`src/rtl/x_ram16_seq_pkg.sv`:
```
// Shared types and constants for the bit-serial RAM16 sequencer.
package x_ram16_seq_pkg;

  localparam int unsigned ADDR_W_DEF = 4;
  localparam int unsigned DEPTH      = 2**ADDR_W_DEF;
  localparam int unsigned CNT_W      = ADDR_W_DEF + 1;

  localparam logic CMD_LOAD = 1'b1;
  localparam logic CMD_READ = 1'b0;

  typedef enum logic [2:0] {
    IDLE,
    WRITE,
    READ,
    DRAIN,
    RESP
  } state_e;

endpackage

```
`src/rtl/x_ram16_sequencer_if.sv`:
```
// Command/response channel plus RAM16 primitive pins; slave = sequencer side.
interface x_ram16_sequencer_if
  import x_ram16_seq_pkg::*;
#(
  parameter int unsigned ADDR_W = ADDR_W_DEF
);
  localparam int unsigned DEPTH_L = 2**ADDR_W;

  logic               CMD_VALID;
  logic               CMD_READY;
  logic               CMD_WR;
  logic [DEPTH_L-1:0] CMD_DATA;
  logic               RSP_VALID;
  logic               RSP_READY;
  logic [DEPTH_L-1:0] RSP_DATA;
  logic               RSP_ERR;
  logic [ADDR_W-1:0]  RAM_ADR;
  logic               RAM_WE;
  logic               RAM_I;
  logic               RAM_O;
  logic               BUSY;

  modport master (
    output CMD_VALID, CMD_WR, CMD_DATA, RSP_READY, RAM_O,
    input  CMD_READY, RSP_VALID, RSP_DATA, RSP_ERR, RAM_ADR, RAM_WE, RAM_I, BUSY
  );

  modport slave (
    input  CMD_VALID, CMD_WR, CMD_DATA, RSP_READY, RAM_O,
    output CMD_READY, RSP_VALID, RSP_DATA, RSP_ERR, RAM_ADR, RAM_WE, RAM_I, BUSY
  );

endinterface

```
`src/rtl/x_ram16_seq_shreg.sv`:
```
// Shift/collect register: parallel load, rotate-right serial out (LSB first),
// and single-bit write at an index for collecting readback bits.
module x_ram16_seq_shreg #(
  parameter int unsigned W     = 16,
  parameter int unsigned IDX_W = 4
) (
  input  logic             clk,
  input  logic             rst_n,
  input  logic             load_en,
  input  logic [W-1:0]     load_data,
  input  logic             rot_en,
  input  logic             set_en,
  input  logic [IDX_W-1:0] set_idx,
  input  logic             set_bit,
  output logic [W-1:0]     q,
  output logic             sout
);

  logic [W-1:0] word_q, word_d;

  // Rotating rather than shifting restores the word after W steps.
  always_comb begin
    word_d = word_q;
    if (load_en) begin
      word_d = load_data;
    end else begin
      if (rot_en) word_d = {word_q[0], word_q[W-1:1]};
      if (set_en) word_d[set_idx] = set_bit;
    end
  end

  always_ff @(posedge clk or negedge rst_n) begin
    if (!rst_n) word_q <= '0;
    else        word_q <= word_d;
  end

  assign q    = word_q;
  assign sout = word_q[0];

endmodule

```
`src/rtl/x_ram16_sequencer.sv`:
```
// Bit-serial load/readback initiator for a 16x1 distributed RAM.
// Optional verify-after-load pass: define X_RAM16_SEQ_VERIFY_EN.
module x_ram16_sequencer
  import x_ram16_seq_pkg::*;
#(
  parameter int unsigned ADDR_W = ADDR_W_DEF,
  parameter int unsigned RD_LAT = 0
) (
  input logic                 CLK,
  input logic                 RST_N,
  x_ram16_sequencer_if.slave  bus
);

  localparam int unsigned W    = 2**ADDR_W;
  localparam int unsigned CW   = ADDR_W + 1;
  localparam int unsigned PV_W = RD_LAT + 1;
  localparam int unsigned PI_W = PV_W * ADDR_W;
  localparam logic [CW-1:0] CNT_LAST   = CW'(W - 1);
  localparam logic [CW-1:0] DRAIN_LAST = CW'((RD_LAT > 0) ? (RD_LAT - 1) : 0);

  state_e            state_q, state_d;
  logic [CW-1:0]     cnt_q, cnt_d;
  logic              cmd_ready_q, cmd_ready_d;
  logic              busy_q, busy_d;
  logic              rsp_valid_q, rsp_valid_d;
  logic              ram_we_q, ram_we_d;
  logic [ADDR_W-1:0] ram_adr_q, ram_adr_d;
  logic [PV_W-1:0]   pv_q, pv_d;
  logic [PI_W-1:0]   pi_q, pi_d;

  logic              accept;
  logic              rot_en;
  logic              samp_en;
  logic [ADDR_W-1:0] samp_idx;
  logic [W-1:0]      sh_word;
  logic              sh_sout;

  assign accept   = cmd_ready_q & bus.CMD_VALID;
  assign rot_en   = (state_q == WRITE);
  assign samp_en  = pv_q[PV_W-1];
  assign samp_idx = pi_q[PI_W-1 -: ADDR_W];

  always_ff @(posedge CLK or negedge RST_N) begin
    if (!RST_N) begin
      state_q     <= IDLE;
      cnt_q       <= '0;
      cmd_ready_q <= 1'b1;
      busy_q      <= 1'b0;
      rsp_valid_q <= 1'b0;
      ram_we_q    <= 1'b0;
      ram_adr_q   <= '0;
      pv_q        <= '0;
      pi_q        <= '0;
    end else begin
      state_q     <= state_d;
      cnt_q       <= cnt_d;
      cmd_ready_q <= cmd_ready_d;
      busy_q      <= busy_d;
      rsp_valid_q <= rsp_valid_d;
      ram_we_q    <= ram_we_d;
      ram_adr_q   <= ram_adr_d;
      pv_q        <= pv_d;
      pi_q        <= pi_d;
    end
  end

  always_comb begin
    state_d = state_q;
    cnt_d   = cnt_q;
    unique case (state_q)
      IDLE: begin
        if (accept) begin
          state_d = (bus.CMD_WR == CMD_LOAD) ? WRITE : READ;
          cnt_d   = '0;
        end
      end
      WRITE: begin
        if (cnt_q == CNT_LAST) begin
          cnt_d = '0;
`ifdef X_RAM16_SEQ_VERIFY_EN
          state_d = READ;
`else
          state_d = RESP;
`endif
        end else begin
          cnt_d = cnt_q + CW'(1);
        end
      end
      READ: begin
        if (cnt_q == CNT_LAST) begin
          cnt_d   = '0;
          state_d = (RD_LAT == 0) ? RESP : DRAIN;
        end else begin
          cnt_d = cnt_q + CW'(1);
        end
      end
      DRAIN: begin
        if (cnt_q == DRAIN_LAST) state_d = RESP;
        else                     cnt_d   = cnt_q + CW'(1);
      end
      RESP: begin
        if (bus.RSP_READY) state_d = IDLE;
      end
      default: state_d = IDLE;
    endcase
  end

  // Outputs are registered from the next state so they line up with the
  // edge on which the state is entered.
  always_comb begin
    cmd_ready_d = (state_d == IDLE);
    busy_d      = (state_d != IDLE);
    rsp_valid_d = (state_d == RESP);
    ram_we_d    = (state_d == WRITE);
    ram_adr_d   = ((state_d == WRITE) || (state_d == READ)) ? cnt_d[ADDR_W-1:0] : '0;
    pv_d        = PV_W'({pv_q, (state_d == READ)});
    pi_d        = PI_W'({pi_q, cnt_d[ADDR_W-1:0]});
  end

  x_ram16_seq_shreg #(
    .W     (W),
    .IDX_W (ADDR_W)
  ) u_shreg (
    .clk       (CLK),
    .rst_n     (RST_N),
    .load_en   (accept),
    .load_data (bus.CMD_DATA),
    .rot_en    (rot_en),
    .set_en    (samp_en),
    .set_idx   (samp_idx),
    .set_bit   (bus.RAM_O),
    .q         (sh_word),
    .sout      (sh_sout)
  );

`ifdef X_RAM16_SEQ_VERIFY_EN
  logic vfy_q, vfy_d;
  logic err_q, err_d;

  // The word is still intact at each bit's sample point, so compare in place.
  always_comb begin
    vfy_d = vfy_q;
    err_d = err_q;
    if (accept) begin
      vfy_d = (bus.CMD_WR == CMD_LOAD);
      err_d = 1'b0;
    end else if (vfy_q && samp_en && (bus.RAM_O != sh_word[samp_idx])) begin
      err_d = 1'b1;
    end
  end

  always_ff @(posedge CLK or negedge RST_N) begin
    if (!RST_N) begin
      vfy_q <= 1'b0;
      err_q <= 1'b0;
    end else begin
      vfy_q <= vfy_d;
      err_q <= err_d;
    end
  end

  assign bus.RSP_ERR = err_q;
`else
  assign bus.RSP_ERR = 1'b0;
`endif

  assign bus.CMD_READY = cmd_ready_q;
  assign bus.BUSY      = busy_q;
  assign bus.RSP_VALID = rsp_valid_q;
  assign bus.RSP_DATA  = sh_word;
  assign bus.RAM_WE    = ram_we_q;
  assign bus.RAM_ADR   = ram_adr_q;
  assign bus.RAM_I     = sh_sout;

endmodule

```
`src/flat_wrapper.sv`:
```
// flat-port wrapper written by rule: the top's interface ports become plain ports
module x_ram16_sequencer_flat import x_ram16_seq_pkg::*;
#(
  parameter int unsigned ADDR_W = ADDR_W_DEF,
  parameter int unsigned RD_LAT = 0
)
  (CLK, RST_N, bus_CMD_VALID, bus_CMD_WR, bus_CMD_DATA, bus_RSP_READY, bus_RAM_O, bus_CMD_READY, bus_RSP_VALID, bus_RSP_DATA, bus_RSP_ERR, bus_RAM_ADR, bus_RAM_WE, bus_RAM_I, bus_BUSY);
  x_ram16_sequencer_if #(.ADDR_W(ADDR_W)) bus_i ();
  input logic CLK;
  input logic RST_N;
  input wire logic [$bits(bus_i.CMD_VALID)-1:0] bus_CMD_VALID;
  input wire logic [$bits(bus_i.CMD_WR)-1:0] bus_CMD_WR;
  input wire logic [$bits(bus_i.CMD_DATA)-1:0] bus_CMD_DATA;
  input wire logic [$bits(bus_i.RSP_READY)-1:0] bus_RSP_READY;
  input wire logic [$bits(bus_i.RAM_O)-1:0] bus_RAM_O;
  output wire logic [$bits(bus_i.CMD_READY)-1:0] bus_CMD_READY;
  output wire logic [$bits(bus_i.RSP_VALID)-1:0] bus_RSP_VALID;
  output wire logic [$bits(bus_i.RSP_DATA)-1:0] bus_RSP_DATA;
  output wire logic [$bits(bus_i.RSP_ERR)-1:0] bus_RSP_ERR;
  output wire logic [$bits(bus_i.RAM_ADR)-1:0] bus_RAM_ADR;
  output wire logic [$bits(bus_i.RAM_WE)-1:0] bus_RAM_WE;
  output wire logic [$bits(bus_i.RAM_I)-1:0] bus_RAM_I;
  output wire logic [$bits(bus_i.BUSY)-1:0] bus_BUSY;
  assign bus_i.CMD_VALID = bus_CMD_VALID;
  assign bus_i.CMD_WR = bus_CMD_WR;
  assign bus_i.CMD_DATA = bus_CMD_DATA;
  assign bus_i.RSP_READY = bus_RSP_READY;
  assign bus_i.RAM_O = bus_RAM_O;
  assign bus_CMD_READY = bus_i.CMD_READY;
  assign bus_RSP_VALID = bus_i.RSP_VALID;
  assign bus_RSP_DATA = bus_i.RSP_DATA;
  assign bus_RSP_ERR = bus_i.RSP_ERR;
  assign bus_RAM_ADR = bus_i.RAM_ADR;
  assign bus_RAM_WE = bus_i.RAM_WE;
  assign bus_RAM_I = bus_i.RAM_I;
  assign bus_BUSY = bus_i.BUSY;
  x_ram16_sequencer #(.ADDR_W(ADDR_W), .RD_LAT(RD_LAT)) u_core (.CLK(CLK), .RST_N(RST_N), .bus(bus_i));
endmodule
```
`config.mk`:
```
export PLATFORM = sky130hd
export DESIGN_NAME = x_ram16_sequencer_flat
export DESIGN_NICKNAME = d
export VERILOG_FILES = /design/src/rtl/x_ram16_seq_pkg.sv /design/src/rtl/x_ram16_sequencer_if.sv /design/src/rtl/x_ram16_seq_shreg.sv /design/src/rtl/x_ram16_sequencer.sv /design/src/flat_wrapper.sv
export SDC_FILE = /design/constraint.sdc
export NUM_CORES = 1
export LEC_CHECK = 0
export ABC_CLOCK_PERIOD_IN_PS = 3700
export BUFFER_PORTS_ARGS = -buffer_cell sky130_fd_sc_hd__buf_2
export CAP_MARGIN = 40
export CORE_MARGIN = 1
export CORE_UTILIZATION = 57
export DETAILED_ROUTE_END_ITERATION = 10
export PLACE_DENSITY = 0.85
export SYNTH_ARGS = -nofsm -noshare
export SYNTH_HDL_FRONTEND = slang
export SYNTH_SLANG_ARGS = --single-unit
```
`constraint.sdc`:
```
create_clock -name CLK -period 3.7 [get_ports CLK]
set_clock_uncertainty 0.1 [all_clocks]
set_input_delay 0.74 -clock CLK [delete_from_list [all_inputs] [get_ports CLK]]
set_output_delay 0.74 -clock CLK [all_outputs]
set_load 0.005 [all_outputs]
```
==> out/results.ini <==
[run_status]
status = finished, final reports clean

[finish]
drive_gt1_share_pct = 23.8
area_delta_synth_final_pct = 16.4
multiInputGateArea_sq_um = 993
final_nets = 279
antenna_cells = 0
register_area_sq_um = 827
fillers = 265

[worst_setup_path]
rr_worst_depth = 7
critPathKind = register to register
r2r_end = u_core.cnt_q[3]$_DFF_PN0_
timing.critical_path.mode_cell = ha_1
endpoint_kind = register
crit_slowest_cell = dfrtp_1
crit_path_cell_trace = ha_1 > and3_1 > ha_1 > nor2b_1 > nand2b_1 > a2111oi_0 > a221o_1
startpoint = u_core.cnt_q[0]$_DFF_PN0_
r2r-start = u_core.cnt_q[0]$_DFF_PN0_
cp.required_ps = 3880
crit_family = compound AO/OA/AOI/OAI gates
critPathMaxStageDelay_ps = 470
critPathMaxFanout = 7
critPathBufInv = 0
crit_arrival_ps = 2470
cp-start-kind = register
ff2ff_setup_slack_ps = 1410

[timing]
rsz0062_at_grt = false
period_needed_ps = 2290
finalSetupViolations = 0
hold_viol = 0
report.final.slew_viol_count = 0
tns_ps = 0
fin_crit_sh_pct = 61.8
tightest_slew_ps = 692
max_freq_mhz = 437
max_slew_margin_pct = 53.9

[clock_tree]
cts_root_buf = clkbuf_4
post_cts_buffers = 0
holdBufCountCts = 0
htreeDepth = 2
cts_sinks = 33
cts_buffers = 5
clk_path_buf_depth = 2
cts_tree = built
cts-resized-gates = 0
cts.reportedPaths.clkPinSlew_ps = 100
insertion_delay_ps = 340

[detailed_routing]
dr_wl_met3_microns = 245
post-route-drc-count = 0
met2_length_microns = 1940
post_drt_wl_per_cell_microns = 14.0
routed.top_layer = met4
drt_iter0_drc = 76
ant_nets = 0
vias = 1651
drt_wl_total_microns = 4160
route.layer.met1.wl_microns = 1920
firstDrtPassIters = 4
vias_per_cell = 5.58

[global_route]
grt_max_degree = 34
grt_pass1_wl_microns = 6860
grt_usage_pct = 25.9
gr-total-overflow = 0
grt_pass1_vias = 1543
antenna_found_initial = 0

[power_and_ir_drop]
powerDensity_nw_per_um2 = 816
ir_worst_vdd_v = 0.000517
power.total_mw = 1.82
p_leak_nw = 1.06

[run]
drv_cap = 0

[place]
gp_congestion = 0.826
port-buffer-count = 46
hpwl_microns = 3010

[floorplanning]
fp.dieArea_sq_um = 3600
placementRows = 20
die_w_microns = 60.0
start_util_pct = 61.3
fp.dieH_microns = 60.0
io_pins = 48
core-area_sq_um = 3130

[yosys]
syn-num-nets = 237
async_flop_share_pct = 100
postSynthAreaPerCell_sq_um = 9.17
synth-main-ff-cell = dfrtp_1
synth_seq_area_share_pct = 43.1
syn_area_sq_um = 1920
synth_cells = 209
ys_ff_latch = 33
synth.distinct_cells = 40
yosysWarnings = 0
synth_edf_count = 0

[hold_path]
hold_path.class = input pin to asynchronous set/reset pin

cell usage in the layout, fill, tap and decap left out, types with 6 or more instances in the layout:
cell	synthesis	layout
buf_2	2	46
nor2_1	14	14
o21ai_1	17	17
and2_1	8	8
nand2_1	22	22
inv_1	7	7
ha_1	6	6
nor2b_1	15	15
dfrtp_1	32	32
nand2b_1	6	6
a221oi_1	12	12
o21ai_0	14	14
worst max path at each step:
stage | endpoint | slack (ps) | cells after the start
2_1_floorplan | u_core.bus.BUSY$_DFF_PN0_ | 1670 | 7
3_3_place_gp | u_core.bus.BUSY$_DFF_PN0_ | 1500 | 7
3_5_place_dp | u_core.cnt_q[3]$_DFF_PN0_ | 1460 | 7
4_1_cts | u_core.bus.BUSY$_DFF_PN0_ | 1430 | 7
5_1_grt | u_core.bus.BUSY$_DFF_PN0_ | 1280 | 7
6_report | u_core.cnt_q[3]$_DFF_PN0_ | 1410 | 7
synth_stat cells, drive strengths merged, types with 2 or more instances:
master   n  area share [%]
a21o     3             1.2
a21oi    2            0.52
a221oi  12             5.5
a22o     5             2.3
a22oi    2            0.78
and2     8             2.6
buf      7             2.7
clkbuf   5            0.98
dfrtp   32              42
ha       6             3.9
inv      7             1.4
mux2i    5             2.6
nand2   23             4.6
nand2b   6             2.0
nand3    2            0.52
nor2    14             2.7
nor2b   15             4.9
nor3     5             1.3
nor3b    2             1.4
o21ai   31             8.1
or3      3            0.98
or4b     2             1.2
stage by stage:
stage / area [sq um] / hold WS, ps / util, % / std cells / setup WS, ps
final: 2230 / 336 / 71.4 / 296 / 1410
after global routing: 2230 / 397 / 71.4 / 296 / 1280
after CTS: 2230 / 368 / 71.4 / 296 / 1430
after detailed placement: 2150 / 468 / 68.6 / 288 / 1460
after global placement: 2130 / 455 / 68.2 / 287 / 1500
after floorplan: 1920 / 344 / - / 209 / 1670
power breakdown:
group	internal, mW	switching [mW]
clock network	0.161	0.121
registers	0.521	0.169
logic	0.418	0.432
worst register-to-register path, cell delays in order (launching register included):
cell and delay, ps:
dfrtp_1 470, ha_1 290, and3_1 220, ha_1 240
nor2b_1 180, nand2b_1 120, a2111oi_0 450, a221o_1 170
registers in the layout (all words and copies together) (netlist names):
register,cells
u_core.bus.RAM_ADR,4
u_core.bus.BUSY,1
u_core.bus.RSP_VALID,1
u_core.pv_q,1
u_core.cnt_q,5
u_core.bus.CMD_READY,1
u_core.u_shreg.q,16
u_core.bus.RAM_WE,1
u_core.state_q,3
area by class of cell:
cell class              instances  area share [%]
multi-input cells             157            44.5
well taps                      44            2.47
flip-flops and latches         33            37.1
repair buffers                 47            11.0
clock inverters                 1            1.35
clock buffers                   7            2.47
inverters                       7            1.18
logic make-up after synthesis:
logic type | Yosys count | synth area share [%]
AOI/OAI and AO/OA | 60 | 20.8
xor gates and xnor gates | 1 | 0.457
adders and majority gates | 6 | 3.92
buffers and inverters | 19 | 5.03
DFF | 33 | 43.1
muxes | 5 | 2.61
other | 1 | 0.196
and+or+nand+nor | 84 | 23.9
metal layers:
layer | up-vias | GRT usage, %
li1 | 826 | -
met1 | 762 | 35.2
met2 | 58 | 41.1
met3 | 5 | 5.19
met4 | 0 | 9.30
met5 | - | 0
(Power assumes the default switching activity.)
